==> src/rtl/cpu_multicycle.sv <==
// cpu_multicycle: multi-cycle FETCH/EXECUTE/MEM/HALT CPU with busywait memories; define CPU_PERF_COUNTERS_EN for retire/stall counters
module cpu_multicycle #(
    parameter int DATA_WIDTH = 8,
    parameter int REG_COUNT  = 8,
    parameter int PC_WIDTH   = 32
) (
    input  logic                  CLK,
    input  logic                  RESET,
    output logic [PC_WIDTH-1:0]   PC,
    output logic                  INSTR_READ,
    input  logic [31:0]           INSTRUCTION,
    input  logic                  INSTR_BUSYWAIT,
    output logic                  MEM_READ,
    output logic                  MEM_WRITE,
    output logic [DATA_WIDTH-1:0] MEM_ADDRESS,
    output logic [DATA_WIDTH-1:0] MEM_WRITEDATA,
    input  logic [DATA_WIDTH-1:0] MEM_READDATA,
    input  logic                  MEM_BUSYWAIT,
`ifdef CPU_PERF_COUNTERS_EN
    output logic [31:0]           INSTR_RETIRED,
    output logic [31:0]           STALL_CYCLES,
`endif
    output logic                  HALTED
);
    localparam int IW = $clog2(REG_COUNT);
    typedef enum logic [1:0] {FETCH, EXECUTE, MEM, HALT} state_t;
    state_t state;
    logic [31:0] ir;
    logic [DATA_WIDTH-1:0] regs [REG_COUNT];
    logic [7:0] opcode, imm;
    logic [IW-1:0] rd, rs1, rs2;
    logic [DATA_WIDTH-1:0] op_a, op_b, imm_x, alu, mem_addr;
    logic [PC_WIDTH-1:0] pc_inc, pc_br;
    logic valid, wr_en, taken, is_load, is_store;
    logic unused_bits;
    assign opcode = ir[31:24];
    assign imm = ir[7:0];
    assign rd = ir[16 +: IW];
    assign rs1 = ir[8 +: IW];
    assign rs2 = ir[0 +: IW];
    assign unused_bits = ^ir[15:8];
    assign op_a = regs[rs1];
    assign op_b = regs[rs2];
    assign imm_x = DATA_WIDTH'($signed(imm));
    assign pc_inc = PC + PC_WIDTH'(4);
    assign pc_br = pc_inc + (PC_WIDTH'($signed(ir[23:16])) << 2);
    // shifts by imm >= DATA_WIDTH fall out naturally as 0 / sign fill
    always_comb begin
        alu = '0;
        wr_en = 1'b0;
        taken = 1'b0;
        is_load = 1'b0;
        is_store = 1'b0;
        valid = 1'b1;
        mem_addr = imm_x;
        case (opcode)
            8'h00: begin alu = imm_x; wr_en = 1'b1; end
            8'h01: begin alu = op_b; wr_en = 1'b1; end
            8'h02: begin alu = op_a + op_b; wr_en = 1'b1; end
            8'h03: begin alu = op_a - op_b; wr_en = 1'b1; end
            8'h04: begin alu = op_a & op_b; wr_en = 1'b1; end
            8'h05: begin alu = op_a | op_b; wr_en = 1'b1; end
            8'h06: taken = 1'b1;
            8'h07: taken = op_a == op_b;
            8'h08: begin is_load = 1'b1; mem_addr = op_b; end
            8'h09: is_load = 1'b1;
            8'h0A: begin is_store = 1'b1; mem_addr = op_b; end
            8'h0B: is_store = 1'b1;
            8'h0C: taken = op_a != op_b;
            8'h0D: begin alu = op_a << imm; wr_en = 1'b1; end
            8'h0E: begin alu = op_a >> imm; wr_en = 1'b1; end
            8'h0F: begin alu = $signed(op_a) >>> imm; wr_en = 1'b1; end
            default: valid = 1'b0;
        endcase
    end
    always_ff @(posedge CLK) begin
        if (RESET) begin
            state <= FETCH;
            PC <= '0;
            ir <= '0;
            regs <= '{default: '0};
            INSTR_READ <= 1'b1;
            MEM_READ <= 1'b0;
            MEM_WRITE <= 1'b0;
            MEM_ADDRESS <= '0;
            MEM_WRITEDATA <= '0;
            HALTED <= 1'b0;
        end else begin
            case (state)
                FETCH: if (!INSTR_BUSYWAIT) begin
                    ir <= INSTRUCTION;
                    INSTR_READ <= 1'b0;
                    state <= EXECUTE;
                end
                EXECUTE: if (!valid) begin
                    HALTED <= 1'b1;
                    state <= HALT;
                end else if (is_load || is_store) begin
                    MEM_ADDRESS <= mem_addr;
                    MEM_WRITEDATA <= op_a;
                    MEM_READ <= is_load;
                    MEM_WRITE <= is_store;
                    state <= MEM;
                end else begin
                    if (wr_en) regs[rd] <= alu;
                    PC <= taken ? pc_br : pc_inc;
                    INSTR_READ <= 1'b1;
                    state <= FETCH;
                end
                MEM: if (!MEM_BUSYWAIT) begin
                    if (MEM_READ) regs[rd] <= MEM_READDATA;
                    PC <= pc_inc;
                    MEM_READ <= 1'b0;
                    MEM_WRITE <= 1'b0;
                    INSTR_READ <= 1'b1;
                    state <= FETCH;
                end
                default: ;
            endcase
        end
    end
`ifdef CPU_PERF_COUNTERS_EN
    always_ff @(posedge CLK) begin
        if (RESET) begin
            INSTR_RETIRED <= '0;
            STALL_CYCLES <= '0;
        end else begin
            if ((state == EXECUTE && valid && !is_load && !is_store) || (state == MEM && !MEM_BUSYWAIT))
                INSTR_RETIRED <= INSTR_RETIRED + 32'd1;
            if ((state == FETCH && INSTR_BUSYWAIT) || (state == MEM && MEM_BUSYWAIT))
                STALL_CYCLES <= STALL_CYCLES + 32'd1;
        end
    end
`endif
endmodule

==> config.mk <==
export PLATFORM = sky130hd
export DESIGN_NAME = cpu_multicycle
export DESIGN_NICKNAME = d
export VERILOG_FILES = /design/src/rtl/cpu_multicycle.sv
export SDC_FILE = /design/constraint.sdc
export NUM_CORES = 1
export LEC_CHECK = 0
export ABC_AREA = 1
export CAP_MARGIN = 20
export CORE_ASPECT_RATIO = 0.9
export CORE_MARGIN = 3
export CORE_UTILIZATION = 40
export DETAILED_ROUTE_END_ITERATION = 16
export PLACE_DENSITY = 0.58
export SLEW_MARGIN = 0
export SYNTH_ARGS = -nofsm -noshare
export SYNTH_HDL_FRONTEND = slang
export SYNTH_SLANG_ARGS = --single-unit
==> constraint.sdc <==
create_clock -name CLK -period 2.8 [get_ports CLK]
set_input_delay 0.56 -clock CLK [delete_from_list [all_inputs] [get_ports CLK]]
set_output_delay 0.56 -clock CLK [all_outputs]
set_load 0.01 [all_outputs]
== Word-level counts from Yosys, hierarchy flattened ==
Cells that the tools add are included.

* Input bits: 44
* Register bits: 150
* Output and inout bits: 52
* Logic and storage cells: 125

* Equal/unequal tests: 26
* Magnitude comparators: 4
* Shifts and indexed selects: 3
* Muxes and demuxes: 45
* Reduce and logical (&&, ||, !) cells: 19
* Bitwise logic cells: 7
* Add/sub/neg operators: 4

{| class="wikitable"
|+ Operator list
! cell !! count
|-
| 2-to-1 mux 64 bit || 5
|-
| bitwise mux 64 bit || 2
|-
| 2-to-1 mux 32 bit || 4
|-
| case mux 64 bit (2 select lines) || 1
|-
| case mux 8 bit (9 select lines) || 1
|-
| == test 8 x 4 -> 1 bit (second input constant) || 8
|-
| case mux 32 bit (2 select lines) || 1
|-
| binary-select mux 8 bit (select 3 bit) || 2
|-
| 2-to-1 mux 8 bit || 6
|-
| adder 32 x 3 -> 32 bit (second input constant) || 1
|-
| adder 32 bit || 1
|-
| == test 8 x 3 -> 1 bit (second input constant) || 4
|-
| demux 8 bit (select 3 bit) || 1
|-
| == test 8 x 2 -> 1 bit (second input constant) || 2
|-
| OR reduction 16 bit || 1
|-
| != test 2 bit (second input constant) || 7
|-
| 2-to-1 mux 1 bit || 13
|-
| >= comparator 4 bit (second input constant) || 3
|-
| NOT 3 -> 4 bit || 3
|-
| OR reduction 9 bit || 1
|-
| adder 8 bit || 1
|-
| bitwise AND 8 bit || 1
|-
| == test 8 x 1 -> 1 bit (second input constant) || 1
|-
| == test 8 bit || 1
|-
| 26 further kinds || 37
|}

== Longest topological paths before layout ==
Gate-level depths: netlist of run 1.

* Word-level depth: 11
* Depth in mapped cells: 24
* Depth with buffers taken out: 23

== Worst setup path after synthesis of run 1 ==
No wires, ideal clock.

* Path type: register to register
* From: reg PC[8]
* To: reg PC[27]
* Clock period less this slack: 3105 ps
* Library setup time: 119 ps
* Cell stages (with the launch flop): 20
* Data arrival time: 2985 ps
* Path slack: -305 ps
* Data required time: 2681 ps
* Path buffers: 1
* Path through: dfxtp_1 -> buf_2 -> nand2_1 -> nor2_1 -> nand3_1 -> nor3_2 -> nand4_1 -> nor2_1 -> nand4_1 -> xor2_1 -> inv_1 -> ha_1 -> nand2_1 -> nor2_1 -> a211o_1 -> a21oi_1 -> o21ai_0 -> or2_2 -> nand3_1 -> a21oi_1

* Longest elaborated chain between the ends: 6
* Elaborated cells on any way between the ends: 7
* Those cells by class: add/sub (2); mux (5)

{| class="wikitable"
|+ Ends and longest elaborated chain
! element !! line !! RTL
|-
| start: declaration || 9 || <nowiki>output logic [PC_WIDTH-1:0] PC,</nowiki>
|-
| start signal: assignment || 106 || <nowiki>PC <= taken ? pc_br : pc_inc;</nowiki>
|-
| start signal: assignment || 112 || <nowiki>PC <= pc_inc;</nowiki>
|-
| adder 32 x 3 -> 32 bit (*) || 45 || <nowiki>assign pc_inc = PC + PC_WIDTH'(4);</nowiki>
|-
| adder 32 bit || 46 || <nowiki>assign pc_br = pc_inc + (PC_WIDTH'($signed(ir[23:16])) << 2);</nowiki>
|-
| 2-to-1 mux 32 bit || 106 ||
|-
| 2-to-1 mux 32 bit || 98 || <nowiki>end else if (is_load || is_store) begin</nowiki>
|-
| 2-to-1 mux 32 bit || 95 || <nowiki>EXECUTE: if (!valid) begin</nowiki>
|-
| case mux 32 bit (2 select lines) (*) || 89 || <nowiki>case (state)</nowiki>
|}

Every way passes the cells marked *; elsewhere a longest branch is shown, timed or not. The select of a mux whose other input is x is not followed.
A chain may end at the register's enable or synchronous reset.

== Worst setup path in the final report of run 1 ==
* From: reg PC[2]
* To: reg PC[24]

The elaborated chain is that of the path after synthesis.

==> impl_metrics.ini, run 1 <==
[critical_path]
required_ns = 3.14
critPathMaxFanout = 6
path_buf_inv = 3
cp_top_family = simple AND/OR/NAND/NOR gates
worst-setup-path-type = flop to flop
slowest_delay_ns = 0.41
arrival_ns = 3.56
endpoint_kind = flop
crit_slowest_cell = dfxtp_4
start_kind = flop
path_cells = buf_6 > nand3_4 > nor2_4 > nand2_2 > nor2_4 > nand4_1 > xor2_1 > inv_2 > buf_12 > ha_4 > a21oi_4 > and2_4 > o21ai_4 > nand3b_1 > a21o_1 > or2_4 > nand3_4 > a21oi_2

[finish]
final_common_cell = nand2_1
nNetsFinal = 2376
drive_gt1_share_pct = 34.58
layout_common_cells = nand2_1 (353), buf_4 (314), nor2_1 (203)
area_growth_pct = 54.25
n_fill_cell = 2483
antenna_cells = 0

[power]
power_frac_comb_pct = 51.3
p_switching_w = 0.004169
p_int_w = 0.005929
powerDensity_nw_per_um2 = 558.3
leakage_nw = 7.991
p_sw_share_pct = 41.28
pwr-share-clk_pct = 25.5
finalPower_w = 0.01010
pwr-share-seq_pct = 23.2
ir_drop_uv = 464.6

[clock_tree]
cts-root-buf = clkbuf_16
htree_levels = 4
cts_tree = built
cts_sinks = 143
cts_inserted_buffers = 17
clock_latency_ns = 0.45
clk_path_buf_depth = 2
path_clk_slew_ns = 0.08

[routing]
first_pass_iters = 6
wire_per_inst_um = 18.26
drt-total-wl_um = 48740
drt_iter0_drc = 1439
ant_nets = 0
vias = 14420
routed_via_density = 5.402
drc = 0

[timing]
slew_violations = 0
relSlewSlack_pct = 32.59
hold_viol = 0
post-route-period-util_pct = 114.9
worstMarginPinSlew_ns = 1.011
finalSetupViolCount = 87
fmax_ghz = 0.3108
final.min_clock_period_ns = 3.218
fin_ws_ns = -0.4177
fin_skew_ns = 0.01620
rsz0062_at_grt = true

[floorplan]
die_x_um = 186.5
start_util_pct = 41.33
row_count = 58
io_pins = 96
dieArea_um2 = 31410
core_um2 = 28370
die_h_um = 168.4

[global_route]
grt_remaining_overflow = 0
grt_pass1_vias = 13180
grt_util_all_layers_pct = 28.97
grt_max_degree = 81
antenna_found_initial = 0
grt_pass1_wl_um = 72820

[synth]
synth_edf_count = 0
syn_avg_cell_area_um2 = 6.241
postSynthCellCount = 1879
synth_area_um2 = 11730
synth-seq-area-share_pct = 24.41
synth_seq_cells = 143
post_synth_num_cell_types = 58
yosysWarnings = 0
synthFlopType = dfxtp_1
async_flop_share_pct = 0

[outcome]
status = complete, but fails checks
violations = setup timing

[place]
pre_cts_ws_ns = -0.8436
gp_congestion = 0.9782
port_buffers = 88
dp_hpwl_um = 34580

[flow_run]
max_cap_viol_count = 0

[hold_path]
hold_class = flop to flop
[Yosys cell counts (3+ instances only)]
| master | count | share of area [%] |
|---|---|---|
| a211oi_1 | 4 | 0.26 |
| o21ai_0 | 151 | 6.4 |
| nor3_2 | 4 | 0.34 |
| o221ai_1 | 3 | 0.22 |
| nand3_2 | 10 | 0.85 |
| xor2_1 | 28 | 2.1 |
| a31oi_1 | 8 | 0.43 |
| clkbuf_1 | 36 | 1.2 |
| nor3_1 | 20 | 0.85 |
| nand4_1 | 32 | 1.7 |
| nor2_2 | 6 | 0.32 |
| buf_4 | 8 | 0.51 |
| nand3_4 | 9 | 1.3 |
| inv_2 | 16 | 0.51 |
| nor2_1 | 225 | 7.2 |
| a21oi_1 | 225 | 9.6 |
| inv_1 | 177 | 5.7 |
| o21ai_1 | 25 | 1.1 |
| o211ai_1 | 13 | 0.83 |
| buf_6 | 12 | 1.2 |
| o21bai_1 | 5 | 0.32 |
| a221oi_2 | 3 | 0.38 |
| nand3_1 | 130 | 5.5 |
| or2_2 | 7 | 0.37 |
| fa_1 | 3 | 0.51 |
| nand2_2 | 8 | 0.43 |
| nand2_4 | 4 | 0.38 |
| ha_1 | 63 | 6.7 |
| dfxtp_1 | 143 | 24 |
| a21o_1 | 3 | 0.19 |
| xnor2_1 | 9 | 0.67 |
| nand2_1 | 426 | 14 |
| buf_2 | 24 | 1.0 |
| o22ai_1 | 5 | 0.27 |
[power by group through the flow]
| stage | sequential [W] | clock (W) | combinational (W) |
|---|---|---|---|
| 2_1_floorplan | 0.00240 | 0 | 0.00211 |
| 3_3_place_gp | 0.00237 | 0 | 0.00394 |
| 3_5_place_dp | 0.00237 | 0 | 0.00395 |
| 6_report | 0.00235 | 0.00257 | 0.00518 |
| 5_1_grt | 0.00237 | 0.00268 | 0.00553 |
| 4_1_cts | 0.00234 | 0.00259 | 0.00454 |
[through the flow]
| stage | cell area (um2) | util [%] | setup TNS (ns) | hold WS, ns | cells |
|---|---|---|---|---|---|
| 5_1_grt | 18090 | 63.74 | -41.04 | 0.4832 | 2669 |
| 6_report | 18090 | 63.74 | -25.28 | 0.4685 | 2669 |
| 3_3_place_gp | 15090 | 53.17 | -43.60 | 0.4525 | 2573 |
| 3_5_place_dp | 15090 | 53.17 | -49.00 | 0.4578 | 2573 |
| 2_1_floorplan | 11880 | - | -0.09992 | 0.4435 | 1880 |
| 4_1_cts | 17010 | 59.96 | -17.19 | 0.4681 | 2639 |
[worst paths after layout]
| check | depth (start not counted) | slack [ns] | startpoint | endpoint |
|---|---|---|---|---|
| worst max-delay path | 18 | -0.42 | PC[2]$_SDFFE_PP0P_ | PC[24]$_SDFFE_PP0P_ |
| worst min-delay path | 2 | 0.47 | regs[43]$_SDFFE_PP0P_ | regs[43]$_SDFFE_PP0P_ |
| worst max register to register | 18 | -0.42 | PC[2]$_SDFFE_PP0P_ | PC[24]$_SDFFE_PP0P_ |
| worst min register to register | 2 | 0.47 | regs[43]$_SDFFE_PP0P_ | regs[43]$_SDFFE_PP0P_ |
[kinds of logic (layout without fill, tap and decap cells)]
kind of cell | after synthesis | count (layout) | synth area share [%]
other | 1 | 2 | 0.03198
multiplexers | 1 | 1 | 0.08536
buffers and inverters | 279 | 678 | 10.25
XOR/XNOR | 37 | 37 | 2.764
AND/OR/NAND/NOR | 896 | 896 | 34.38
flip-flops | 143 | 143 | 24.41
adder cells (fa/ha/maj) | 66 | 66 | 7.234
AO/OA/AOI/OAI | 456 | 456 | 20.84
[flip-flops by register name (all words and copies together) (netlist names), 2 cells and up]
| signal | count |
|---|---|
| ir | 27 |
| state | 2 |
| PC | 30 |
| MEM_WRITEDATA | 8 |
| regs | 64 |
| MEM_ADDRESS | 8 |
[layout make-up]
class | instances | area, um2 | share of cell area, %
clock buffers | 17 | 425.4 | 2.352
multi-input cells | 1458 | 9378 | 51.85
well taps | 390 | 488.0 | 2.698
repair buffers | 449 | 3913 | 21.63
clock inverters | 15 | 215.2 | 1.190
flip-flops and latches | 143 | 2888 | 15.97
inverters | 197 | 780.7 | 4.317
[repair_timing]
action	in CTS	in global routing
buffers inserted	33	29
pin swaps	90	89
gates resized for setup	267	194
cloned	2	3
endpoints found under the setup margin	94	94
hold buffers	0	0
[layer usage]
metal / global-route usage (%) / part of all wire, % / up-vias
li1: - / - / 7010
met5: 0 / 0 / -
met2: 45.27 / 45 / 604
met1: 41.57 / 46 / 6726
met4: 7.328 / 2.1 / 0
met3: 4.872 / 7.5 / 79
[worst reg2reg max path, cell delays in order, from the launching register on]
cell	delay [ns]
dfxtp_4	0.41
buf_6	0.11
nand3_4	0.06
nor2_4	0.10
nand2_2	0.08
nor2_4	0.11
nand4_1	0.18
xor2_1	0.21
inv_2	0.11
buf_12	0.14
ha_4	0.25
a21oi_4	0.18
and2_4	0.18
o21ai_4	0.07
nand3b_1	0.27
a21o_1	0.26
or2_4	0.27
nand3_4	0.07
a21oi_2	0.07
Power figures use the tool's default switching activity.
==> run 2: changes to the inputs <==
--- a/config.mk
+++ b/config.mk
@@ -8,7 +8,7 @@
 export ABC_AREA = 1
 export CAP_MARGIN = 20
 export CORE_ASPECT_RATIO = 0.9
-export CORE_MARGIN = 3
+export CORE_MARGIN = 2
 export CORE_UTILIZATION = 40
 export DETAILED_ROUTE_END_ITERATION = 16
 export PLACE_DENSITY = 0.58
==> run 2 against run 1 <==
  * The flow still finishes with violations (setup timing)
  * Largest cell class unchanged
  * Via count increased by 1.3%
  * Global-route usage up 2.5 points
  * Sequential cell count unchanged
  * Cell count grew 1.6%
  * Worst hold slack about the same
  * Critical path depth increased by 1
==> impl_metrics.ini, run 2 (synthesis gave the netlist of run 1 again) <==
[routing]
ant_nets = 0
vias = 14600
drc = 0
routed_via_density = 5.384
drt_iter0_drc = 1146
first_pass_iters = 5
drt-total-wl_um = 49720
wire_per_inst_um = 18.33

[critical_path]
start_kind = flop
cpMostUsedCell = nand2_1
path_cells = buf_12 > ha_4 > nand2_4 > nor3_4 > nand4_1 > buf_4 > xnor2_1 > buf_4 > ha_2 > nand2_1 > o21ai_1 > a21oi_1 > o211a_1 > nand3b_1 > nand3_2 > nand2_1 > nand2_1 > o21ai_1 > inv_1
r2r_cells = 19
path_buf_inv = 4
arrival_ns = 3.65
worst-setup-path-type = flop to flop
slowest_delay_ns = 0.42
required_ns = 3.16
endpoint_kind = flop
cp_top_family = simple AND/OR/NAND/NOR gates
cp.depth = 19
critPathMaxFanout = 6
crit_slowest_cell = ha_2

[global_route]
grt_pass1_vias = 13590
grt_max_degree = 81
grt_pass1_wl_um = 75070
antenna_found_initial = 1
grt_util_all_layers_pct = 31.43
grt_remaining_overflow = 0

[clock_tree]
htree_levels = 4
cts_tree = built
clock_latency_ns = 0.46
cts_inserted_buffers = 17
cts-root-buf = clkbuf_16
path_clk_slew_ns = 0.07
hold_buffers = 0
cts_sinks = 143
clk_path_buf_depth = 2

[place]
port_buffers = 88
gp_congestion = 0.9944
dp_hpwl_um = 34790

[timing]
fin_ws_ns = -0.4916
finalSetupViolCount = 86
fmax_ghz = 0.3038
post-route-period-util_pct = 117.6
rsz0062_at_grt = true
slew_violations = 0
final.min_clock_period_ns = 3.292
fin_setup_tns_ns = -22.46
relSlewSlack_pct = 21.55
fin_hold_ws_ns = 0.4688
hold_viol = 0
fin_skew_ns = 0.01376
worstMarginPinSlew_ns = 1.177

[finish]
top_register = regs
drive_gt1_share_pct = 39.57
final_common_cell = buf_4
nNetsFinal = 2412
largest_reg_flops = 64
layout_common_cells = buf_4 (332), nand2_1 (329), nor2_1 (189)
n_fill_cell = 2491
reg_top3 = regs (64), PC (30), ir (27)
area_growth_pct = 60.13

[outcome]
status = complete, but fails checks
violations = setup timing

[flow_run]
max_cap_viol_count = 0

[power]
powerDensity_nw_per_um2 = 555.1
ir_drop_uv = 497.6
leakage_nw = 8.193

[floorplan]
start_util_pct = 40.63
die_x_um = 184.5
core_um2 = 28860
io_pins = 96
die_h_um = 166.4
dieArea_um2 = 30700
row_count = 59

[hold_path]
hold_class = flop to flop
whs_path_depth = 2
## run 2: cell types whose count changed in the layout (fill, tap and decap cells not counted), sizes merged
cell      change
buf          +37
inv           -6
clkinvlp      +5
clkbuf        -2
bufbuf        +1
clkinv        +1
diode         +1
## run 2: cell type report
class / count / area [um2] / area share (%)
Multi-Input combinational cell: 1458 / 9734 / 51.84
Clock inverter: 14 / 180.2 / 0.9596
Timing Repair Buffer: 484 / 4230 / 22.53
Timing Repair inverter: 1 / 11.26 / 0.05997
Sequential cell: 143 / 2893 / 15.41
Antenna cell: 1 / 2.502 / 0.01333
Clock buffer: 18 / 439.2 / 2.339
Inverter: 197 / 790.8 / 4.211
Tap cell: 396 / 495.5 / 2.639
## run 2: worst paths after layout
check / start / end / slack [ns]
hold reg to reg: regs[22]$_SDFFE_PP0P_ / regs[22]$_SDFFE_PP0P_ / 0.47
hold / removal: regs[22]$_SDFFE_PP0P_ / regs[22]$_SDFFE_PP0P_ / 0.47
setup / recovery: PC[2]$_SDFFE_PP0P_ / PC[31]$_SDFFE_PP0P_ / -0.49
setup reg to reg: PC[2]$_SDFFE_PP0P_ / PC[31]$_SDFFE_PP0P_ / -0.49
## run 2: power breakdown
group	leakage, nW	switching [W]	internal, W
clock	0.286	0.00104	0.00144
combinational	6.74	0.00309	0.00249
sequential	1.17	0.000178	0.00219
## run 2: worst reg2reg max path, delay by kind of cell (launching register included)
kind	cells	cell delay, ns
AOI/OAI and AO/OA	4	0.77
xor gates and xnor gates	1	0.11
adders and majority gates	2	0.57
buffers and inverters	4	0.46
DFF	1	0.39
and+or+nand+nor	8	0.89
## run 2: repair_timing
item                                    in CTS  in global routing
pin swaps                                  155                134
endpoints found under the setup margin      94                 94
resized for setup                          373                256
hold endpoints to repair                     0                  0
cloned                                       5                  0
buffers inserted                            67                 45
## run 2: stage by stage
step                area [um2]  utilization [%]  worst slack (ns)  total power (W)  cells
floorplan                11880                -          -0.05444         0.004509   1880
global placement         15060            52.17           -0.7087         0.006336   2581
detailed placement       15060            52.17           -0.7324         0.006336   2581
CTS                      17630            61.09           -0.4185         0.009695   2682
global route             18770            65.04           -0.7234          0.01091   2711
finish                   18780            65.05           -0.4916          0.01042   2712
## run 2: metal layers
metal  GRT usage, %  share of wire (%)
met1          45.78                 47
met2          45.91                 42
met3          7.697                8.9
met4          8.209                2.2
met5              0                  0
